==> src/rtl/sram_range_filler.sv <==
// rtl/sram_range_filler.sv - fills an inclusive SRAM address range with a constant or incrementing pattern
// Owns the SRAM ports only while busy; completion interrupt held until acknowledged.
module sram_range_filler #(
  parameter int DEPTH     = 16,
  parameter int DATA_W    = 32,
  parameter int NUM_PORTS = 2,
  parameter int ADDR_W    = $clog2(DEPTH)
) (
  input  logic                clk,
  input  logic                rst_n,
  input  logic                start,
  input  logic                abort,
  input  logic                cfg_mode,
  input  logic [DATA_W-1:0]   cfg_pattern,
  input  logic [ADDR_W-1:0]   cfg_start_addr,
  input  logic [ADDR_W-1:0]   cfg_end_addr,
  input  logic                irq_ack,
  output logic                done_irq,
  output logic                busy,
  output logic                err,
  output logic                aborted,
  output logic [ADDR_W:0]     words_written,
  output logic                ce_a,
  output logic                we_a,
  output logic [ADDR_W-1:0]   addr_a,
  output logic [DATA_W-1:0]   wdata_a,
  output logic [DATA_W/8-1:0] wmask_a,
  output logic                ce_b,
  output logic                we_b,
  output logic [ADDR_W-1:0]   addr_b,
  output logic [DATA_W-1:0]   wdata_b,
  output logic [DATA_W/8-1:0] wmask_b
);
  localparam int MASK_W = DATA_W / 8;
  localparam int CNT_W  = ADDR_W + 1;

  typedef enum logic [1:0] {IDLE, FILL, DONE} state_t;
  state_t state, state_n;

  logic              mode_q;
  logic [DATA_W-1:0] pat_q;
  logic [ADDR_W-1:0] base_q;
  logic [CNT_W-1:0]  len_q;
  logic [CNT_W-1:0]  off_q;   // offset of the next beat to issue

  logic              issue, en_b, accept;
  logic [CNT_W-1:0]  k, kb, len_in, len_src, inc;
  logic              mode_src;
  logic [DATA_W-1:0] pat_src, data_a_n, data_b_n;
  logic [ADDR_W-1:0] base_src, addr_a_n, addr_b_n;

  assign len_in = {1'b0, cfg_end_addr} - {1'b0, cfg_start_addr} + CNT_W'(1);
  assign accept = (state == IDLE) && start;

  always_comb begin
    state_n  = state;
    issue    = 1'b0;
    k        = off_q;
    mode_src = mode_q;
    pat_src  = pat_q;
    base_src = base_q;
    len_src  = len_q;
    case (state)
      IDLE: begin
        if (start) begin
          // The first beat is built straight from the inputs, cfg is latched on the same edge
          k        = '0;
          mode_src = cfg_mode;
          pat_src  = cfg_pattern;
          base_src = cfg_start_addr;
          len_src  = len_in;
          if (cfg_start_addr > cfg_end_addr) begin
            state_n = DONE;
          end else begin
            state_n = FILL;
            issue   = 1'b1;
          end
        end
      end
      FILL: begin
        if (abort || (off_q >= len_q)) state_n = DONE;
        else                           issue   = 1'b1;
      end
      DONE: begin
        if (irq_ack) state_n = IDLE;
      end
      default: state_n = IDLE;
    endcase
    kb       = k + CNT_W'(1);
    en_b     = issue && (NUM_PORTS == 2) && (kb < len_src);
    addr_a_n = base_src + k[ADDR_W-1:0];
    addr_b_n = base_src + kb[ADDR_W-1:0];
    data_a_n = pat_src + (mode_src ? DATA_W'(k)  : '0);
    data_b_n = pat_src + (mode_src ? DATA_W'(kb) : '0);
    inc      = en_b ? CNT_W'(2) : CNT_W'(1);
  end

  always_ff @(posedge clk or negedge rst_n) begin
    if (!rst_n) begin
      state         <= IDLE;
      mode_q        <= 1'b0;
      pat_q         <= '0;
      base_q        <= '0;
      len_q         <= '0;
      off_q         <= '0;
      err           <= 1'b0;
      aborted       <= 1'b0;
      words_written <= '0;
      ce_a          <= 1'b0;
      ce_b          <= 1'b0;
      addr_a        <= '0;
      addr_b        <= '0;
      wdata_a       <= '0;
      wdata_b       <= '0;
    end else begin
      state   <= state_n;
      ce_a    <= issue;
      ce_b    <= en_b;
      addr_a  <= issue ? addr_a_n : '0;
      wdata_a <= issue ? data_a_n : '0;
      addr_b  <= en_b ? addr_b_n : '0;
      wdata_b <= en_b ? data_b_n : '0;
      if (accept) begin
        mode_q        <= cfg_mode;
        pat_q         <= cfg_pattern;
        base_q        <= cfg_start_addr;
        len_q         <= len_in;
        off_q         <= CNT_W'(NUM_PORTS);
        err           <= cfg_start_addr > cfg_end_addr;
        aborted       <= 1'b0;
        words_written <= issue ? inc : '0;
      end else if (issue) begin
        off_q         <= off_q + CNT_W'(NUM_PORTS);
        words_written <= words_written + inc;
      end
      if ((state == FILL) && abort) aborted <= 1'b1;
    end
  end

  assign busy     = (state == FILL);
  assign done_irq = (state == DONE);
  assign we_a     = ce_a;
  assign we_b     = ce_b;
  assign wmask_a  = {MASK_W{ce_a}};
  assign wmask_b  = {MASK_W{ce_b}};
endmodule
==> config.mk <==
export PLATFORM = sky130hd
export DESIGN_NAME = sram_range_filler
export DESIGN_NICKNAME = d
export VERILOG_FILES = /design/src/rtl/sram_range_filler.sv
export SDC_FILE = /design/constraint.sdc
export NUM_CORES = 1
export LEC_CHECK = 0
export BUFFER_PORTS_ARGS = -buffer_cell sky130_fd_sc_hd__buf_2
export CELL_PAD_IN_SITES_DETAIL_PLACEMENT = 1
export CELL_PAD_IN_SITES_GLOBAL_PLACEMENT = 1
export CORE_UTILIZATION = 43
export CTS_CLUSTER_DIAMETER = 60
export DETAILED_ROUTE_END_ITERATION = 16
export PLACE_DENSITY_LB_ADDON = 0.1
export SLEW_MARGIN = 20
export SYNTH_ARGS = -nofsm -noshare
export SYNTH_HDL_FRONTEND = slang
export SYNTH_SLANG_ARGS = --single-unit
==> constraint.sdc <==
create_clock -name clk -period 4.9 [get_ports clk]
set_input_delay 0.735 -clock clk [delete_from_list [all_inputs] [get_ports clk]]
set_output_delay 0.735 -clock clk [all_outputs]
set_load 0.02 [all_outputs]
==> results of run 1 <==
-- state kept, by name, summed over array words and instances (netlist names) --
register	cells
aborted	1
addr_a	4
addr_b	4
base_q	4
ce_a	1
ce_b	1
err	1
len_q	5
mode_q	1
off_q	4
pat_q	32
state	2
wdata_a	32
wdata_b	32
words_written	5
-- routing by layer --
metal  wire (µm)  GRT usage (%)  vias to the layer above
li1            -              -                     2915
met1       10200           36.0                     3184
met2       10500           43.3                      185
met3         962           4.55                       32
met4         378           8.40                        0
met5           0              0                        -
-- area by class of cell --
type / count / area, µm² / area share (%)
Clock buffer: 18 / 439 / 5.07
Clock inverter: 14 / 131 / 1.52
Inverter: 48 / 180 / 2.08
Multi-Input combinational cell: 537 / 3630 / 41.9
Sequential cell: 129 / 3230 / 37.2
Tap cell: 220 / 275 / 3.18
Timing Repair Buffer: 150 / 783 / 9.04
-- metrics by stage --
stage	worst slack [ns]	hold slack, ns
finish	0.637	0.232
CTS	0.665	0.235
detailed placement	0.291	0.458
floorplan	0.291	0.439
global placement	0.559	0.453
global route	0.354	0.253
-- kinds of logic after synthesis --
family / after synthesis / share of synthesized area, %
XOR/XNOR: 35 / 4.24
other: 2 / 0.104
flip-flops: 129 / 44.7
AO/OA/AOI/OAI: 132 / 12.4
multiplexers: 33 / 4.74
AND/OR/NAND/NOR: 288 / 20.0
buffers and inverters: 85 / 5.38
adder cells (fa/ha/maj): 45 / 8.41
-- placed cells by master (no fill, tap or decap), types with 5 or more instances in the layout --
cell type / instances
inv_1: 48
mux2i_1: 28
o31ai_1: 9
nor2b_1: 5
nand3_1: 20
buf_4: 13
or3_1: 6
o21ai_0: 18
and2_1: 14
clkinv_4: 5
a31oi_1: 5
a211oi_1: 11
xor2_1: 11
and4_1: 6
a21o_1: 13
clkbuf_16: 17
dfrtp_1: 129
nor3_1: 40
nor2_1: 50
or4_1: 8
ha_1: 39
buf_2: 137
xnor2_1: 24
nand2_1: 79
nand4_1: 19
a21oi_1: 37
and3_1: 23
nor4_1: 8
fa_1: 6
-- worst paths after layout --
| path | from | to | slack, ns | depth (start not counted) |
|---|---|---|---|---|
| max | cfg_start_addr[1] | words_written[4] | 0.64 | 20 |
| min | rst_n | addr_b[0] | 0.23 | 1 |
| max reg2reg | state[0] | words_written[1] | 0.65 | 14 |
| min reg2reg | pat_q[0] | pat_q[0] | 0.47 | 2 |
| max in group asynchronous | rst_n | wdata_b[27] | 3.67 | 2 |
| min in group clk | pat_q[0] | pat_q[0] | 0.47 | 2 |
-- power by group --
group          total, mW  internal (mW)  switching [mW]
combinational       2.62          0.902            1.71
clock               1.22          0.717           0.506
sequential          1.74           1.48           0.262
total               5.58           3.09            2.48
-- critical path: cells and delay by family --
family                     cells  cell delay (ns)
and+or+nand+nor                3             0.33
adders and majority gates      6             1.84
xor gates and xnor gates       1             0.19
buffers and inverters          5             0.41
AOI/OAI and AO/OA              5             1.02
==> results.json, run 1 <==
{
  "status": "finished clean",
  "fp.dieW_um": 132,
  "htree_levels": 4,
  "fin_util_pct": 52.5,
  "ant_nets": 0,
  "slowest_stage": "fa_1",
  "synthFlopType": "dfrtp_1",
  "period_share_pct": 87.0,
  "dp_cells": 1084,
  "cp_slowest_stage_delay_ns": 0.42,
  "p_leak_nw": 4.43,
  "crit_type": "input port to flop",
  "skew_ns": 0.00926,
  "netlist_area_um2": 7230,
  "drt-total-wl_um": 22100,
  "cts_resized": 0,
  "layout.cells.non_filler": 1116,
  "cts_tree": "yes",
  "path_max_fanout": 9,
  "io_pins": 139,
  "viasPerCell": 5.66,
  "critPathRequiredTime_ns": 5.17,
  "fmax_mhz": 235,
  "drc": 0,
  "num_rows": 47,
  "place_congestion": 0.859,
  "postCtsSetupBuffers": 0,
  "firstDrtPassIters": 5,
  "arrival_ns": 4.54,
  "dpl_cell_area_um2": 8100,
  "clock_latency_ns": 0.43,
  "grt_util_all_layers_pct": 26.6,
  "setup_tns_ns": 0,
  "grt_pass1_vias": 6735,
  "path_cells": "buf_2 > ha_1 > inv_1 > ha_1 > inv_1 > fa_1 > o21ai_0 > inv_1 > ha_1 > o21a_1 > o21ai_0 > o2bb2ai_1 > o21ai_2 > ha_1 > inv_1 > fa_1 > nor2b_1 > nand4_1 > xor2_1 > nor2_1",
  "yosysWarnings": 0,
  "slew_viol_final": 0,
  "antenna_found_initial": 0,
  "synth_commonest_cells": "dfrtp_1, nand2_1, nor2_1",
  "yosysSeqAreaShare_pct": 44.7,
  "cts_hold_buf": 0,
  "fp.coreArea_um2": 16500,
  "cts_buffer_depth": 2,
  "wire_per_inst_um": 19.8,
  "synth_cell_types": 65,
  "post-dp-hpwl_um": 16000,
  "first_iter_violations": 445,
  "syn2layout_area_growth_pct": 19.9,
  "nNetsFinal": 974,
  "port_buffers": 138,
  "ys_seq_elements": 129,
  "yosysTopAreaCell": "dfrtp_1",
  "endpoint_kind": "flop",
  "drive_above_1_share_pct": 22.3,
  "rsz0062_at_grt": "false",
  "max_slew_margin_pct": 47.2,
  "cts_made_buffers": 17,
  "overflow": 0,
  "cts_root_buf": "clkbuf_16",
  "antennaDiodeCount": 0,
  "power_mw": 5.58,
  "dieArea_um2": 17300,
  "num_vias": 6316,
  "ys_top_cells_by_area": "dfrtp_1, ha_1, nand2_1",
  "grt_pass1_wl_um": 35800,
  "chipHeight_um": 132,
  "layout_min_cycle_time_ns": 4.26,
  "peakVddDrop_v": 0.000264,
  "syn-instance-count": 749,
  "path_clk_slew_ns": 0.06,
  "start_util_pct": 43.7,
  "synth_top_area_share_pct": 44.7,
  "final.fill_count": 1943,
  "p_per_area_nw_per_um2": 643,
  "hold_path.class": "input port to async pin",
  "setup_violations": 0,
  "synth-async-reset-ratio_pct": 100,
  "grt_start_max_net_pins": 58,
  "finalHoldViolations": 0,
  "cap_violations": 0,
  "yosysMostFrequentCell": "dfrtp_1",
  "design_area_um2": 8670,
  "synth_edf_count": 0,
  "cp-start-kind": "input port",
  "worst_pin_slew_ns": 0.793,
  "cts.sinks": 129,
  "avgSynthCellArea_um2": 9.65
}
No activity file was read; power rests on OpenSTA's default activity.
==> run 2, diff against run 1 <==
RECOVER_POWER = 50   (was default)
==> run 2 against run 1 <==
Effect of this change:
- the run now ends with capacitance limit, slew limit left
- clock skew about the same
- hold slack improved by 0.24 ns
- non-clock buffer count unchanged
- power decreased by 0.46%
- clock-buffer cell count unchanged
- critical endpoint unchanged
- fmax about the same
- via count increased by 0.36%
- clock power about the same
- cell count about the same
==> results.json, run 2 (synthesized netlist as in run 1, its figures left out) <==
{
  "peakVddDrop_v": 0.000264,
  "first_iter_violations": 462,
  "antenna_found_initial": 0,
  "p_clk_share_pct": 22.0,
  "seqPwrFrac_pct": 31.4,
  "grt_pass1_wl_um": 35800,
  "skew_ns": 0.00951,
  "path_clk_slew_ns": 0.06,
  "fmax_mhz": 234,
  "chipHeight_um": 132,
  "status": "complete, but fails checks",
  "cts_tree": "yes",
  "max_slew_margin_pct": -7.14,
  "setup_ws_ns": 0.635,
  "critPathRequiredTime_ns": 5.17,
  "clock_latency_ns": 0.43,
  "firstDrtPassIters": 7,
  "dieArea_um2": 17300,
  "final_common_cell": "dfrtp_1",
  "drt-total-wl_um": 22200,
  "nNetsFinal": 974,
  "grt_util_all_layers_pct": 26.6,
  "p_int_mw": 3.06,
  "hold_ws_ns": 0.469,
  "hold_path.class": "flop to flop",
  "grt_pass1_vias": 6735,
  "startpoint": "cfg_start_addr[1]",
  "cts_hold_buf": 0,
  "cap_violations": 1,
  "switchingPower_mw": 2.49,
  "crit_type": "input port to flop",
  "cts_buffer_depth": 2,
  "multiInputGateArea_um2": 3630,
  "cp-start-kind": "input port",
  "worst_pin_slew_ns": 1.61,
  "period_share_pct": 87.0,
  "wire_per_inst_um": 19.8,
  "violations": "capacitance limit, slew limit",
  "ant_nets": 0,
  "setup_tns_ns": 0,
  "start_util_pct": 43.7,
  "viasPerCell": 5.68,
  "reg.largest.list": "pat_q (32), wdata_a (32), wdata_b (32)",
  "grt_start_max_net_pins": 58,
  "setup_violations": 0,
  "layout_common_cells": "dfrtp_1, buf_2, nand2_1",
  "port_buffers": 138,
  "drive_above_1_share_pct": 17.5,
  "path_max_fanout": 9,
  "endpoint_kind": "flop",
  "switching_share_pct": 44.8,
  "syn2layout_area_growth_pct": 19.1,
  "io_pins": 139,
  "arrival_ns": 4.54,
  "num_rows": 47,
  "htree_levels": 4,
  "r2r-start": "state[0]",
  "rsz0062_at_grt": "false",
  "cp_slowest_stage_delay_ns": 0.42,
  "num_vias": 6339,
  "overflow": 0,
  "place_congestion": 0.859,
  "drc": 0,
  "combPwrFrac_pct": 46.6,
  "post-dp-hpwl_um": 16000,
  "hp-start": "pat_q[0]",
  "layout_min_cycle_time_ns": 4.26,
  "fp.coreArea_um2": 16500,
  "cts_root_buf": "clkbuf_16",
  "slew_viol_final": 30,
  "seqCellArea_um2": 3230,
  "postCtsSetupBuffers": 0,
  "p_leak_nw": 4.25,
  "path_cells": "buf_2 > ha_1 > inv_1 > ha_1 > inv_1 > fa_1 > o21ai_0 > inv_1 > ha_1 > o21a_1 > o21ai_0 > o2bb2ai_1 > o21ai_2 > ha_1 > inv_1 > fa_1 > nor2b_1 > nand4_1 > xor2_1 > nor2_1",
  "pre_cts_slack_ns": 0.291,
  "p_per_area_nw_per_um2": 645,
  "cts_resized": 0,
  "final.fill_count": 1949,
  "cts.sinks": 129,
  "finalHoldViolations": 0,
  "fp.dieW_um": 132,
  "slowest_stage": "fa_1",
  "cts_made_buffers": 17
}
[run 2: cell type report]
| cell class | count | area share [%] |
|---|---|---|
| diodes | 1 | 0.0291 |
| inverters | 48 | 2.09 |
| multi-input cells | 537 | 42.2 |
| clock inverters | 14 | 1.53 |
| well taps | 220 | 3.20 |
| repair buffers | 150 | 8.39 |
| clock buffers | 18 | 5.10 |
| flip-flops and latches | 129 | 37.5 |
[run 2: power by group through the flow]
stage	clock (mW)	sequential (mW)	combinational, mW
after floorplan	0	1.96	1.55
after global placement	0	1.72	2.50
after detailed placement	0	1.74	2.60
after CTS	1.24	1.73	2.63
after global routing	1.28	1.78	2.85
final	1.22	1.74	2.59
[run 2: through the flow]
stage,power [mW],std cells,utilization [%],cell area [µm²]
floorplan,3.51,751,-,7240
global placement,4.22,1084,49.0,8100
detailed placement,4.34,1084,49.0,8100
CTS,5.60,1116,52.5,8670
global route,5.91,1116,52.1,8610
finish,5.55,1117,52.1,8610
[run 2: metal layers]
| metal | part of all wire [%] | GRT usage (%) | up-vias |
|---|---|---|---|
| met2 | 48 | 43.3 | 185 |
| met3 | 4.3 | 4.55 | 36 |
| met4 | 1.8 | 8.40 | 0 |
| li1 | - | - | 2915 |
| met5 | 0 | 0 | - |
| met1 | 46 | 36.0 | 3203 |
[run 2: worst paths after layout]
check | slack, ns | end | cells after the start
setup / recovery | 0.64 | words_written[4] | 20
hold / removal | 0.47 | pat_q[0] | 2
setup reg to reg | 0.66 | words_written[1] | 14
hold reg to reg | 0.47 | pat_q[0] | 2
max in group asynchronous | 2.15 | wdata_b[27] | 2
min in group asynchronous | 0.71 | addr_b[0] | 1
[run 2: worst max-delay path, delay by kind of cell]
kind	cells	cell delay, ns
xor+xnor	1	0.19
buf+inv	5	0.41
compound gates	5	1.02
fa+ha+maj	6	1.84
simple gates	3	0.33
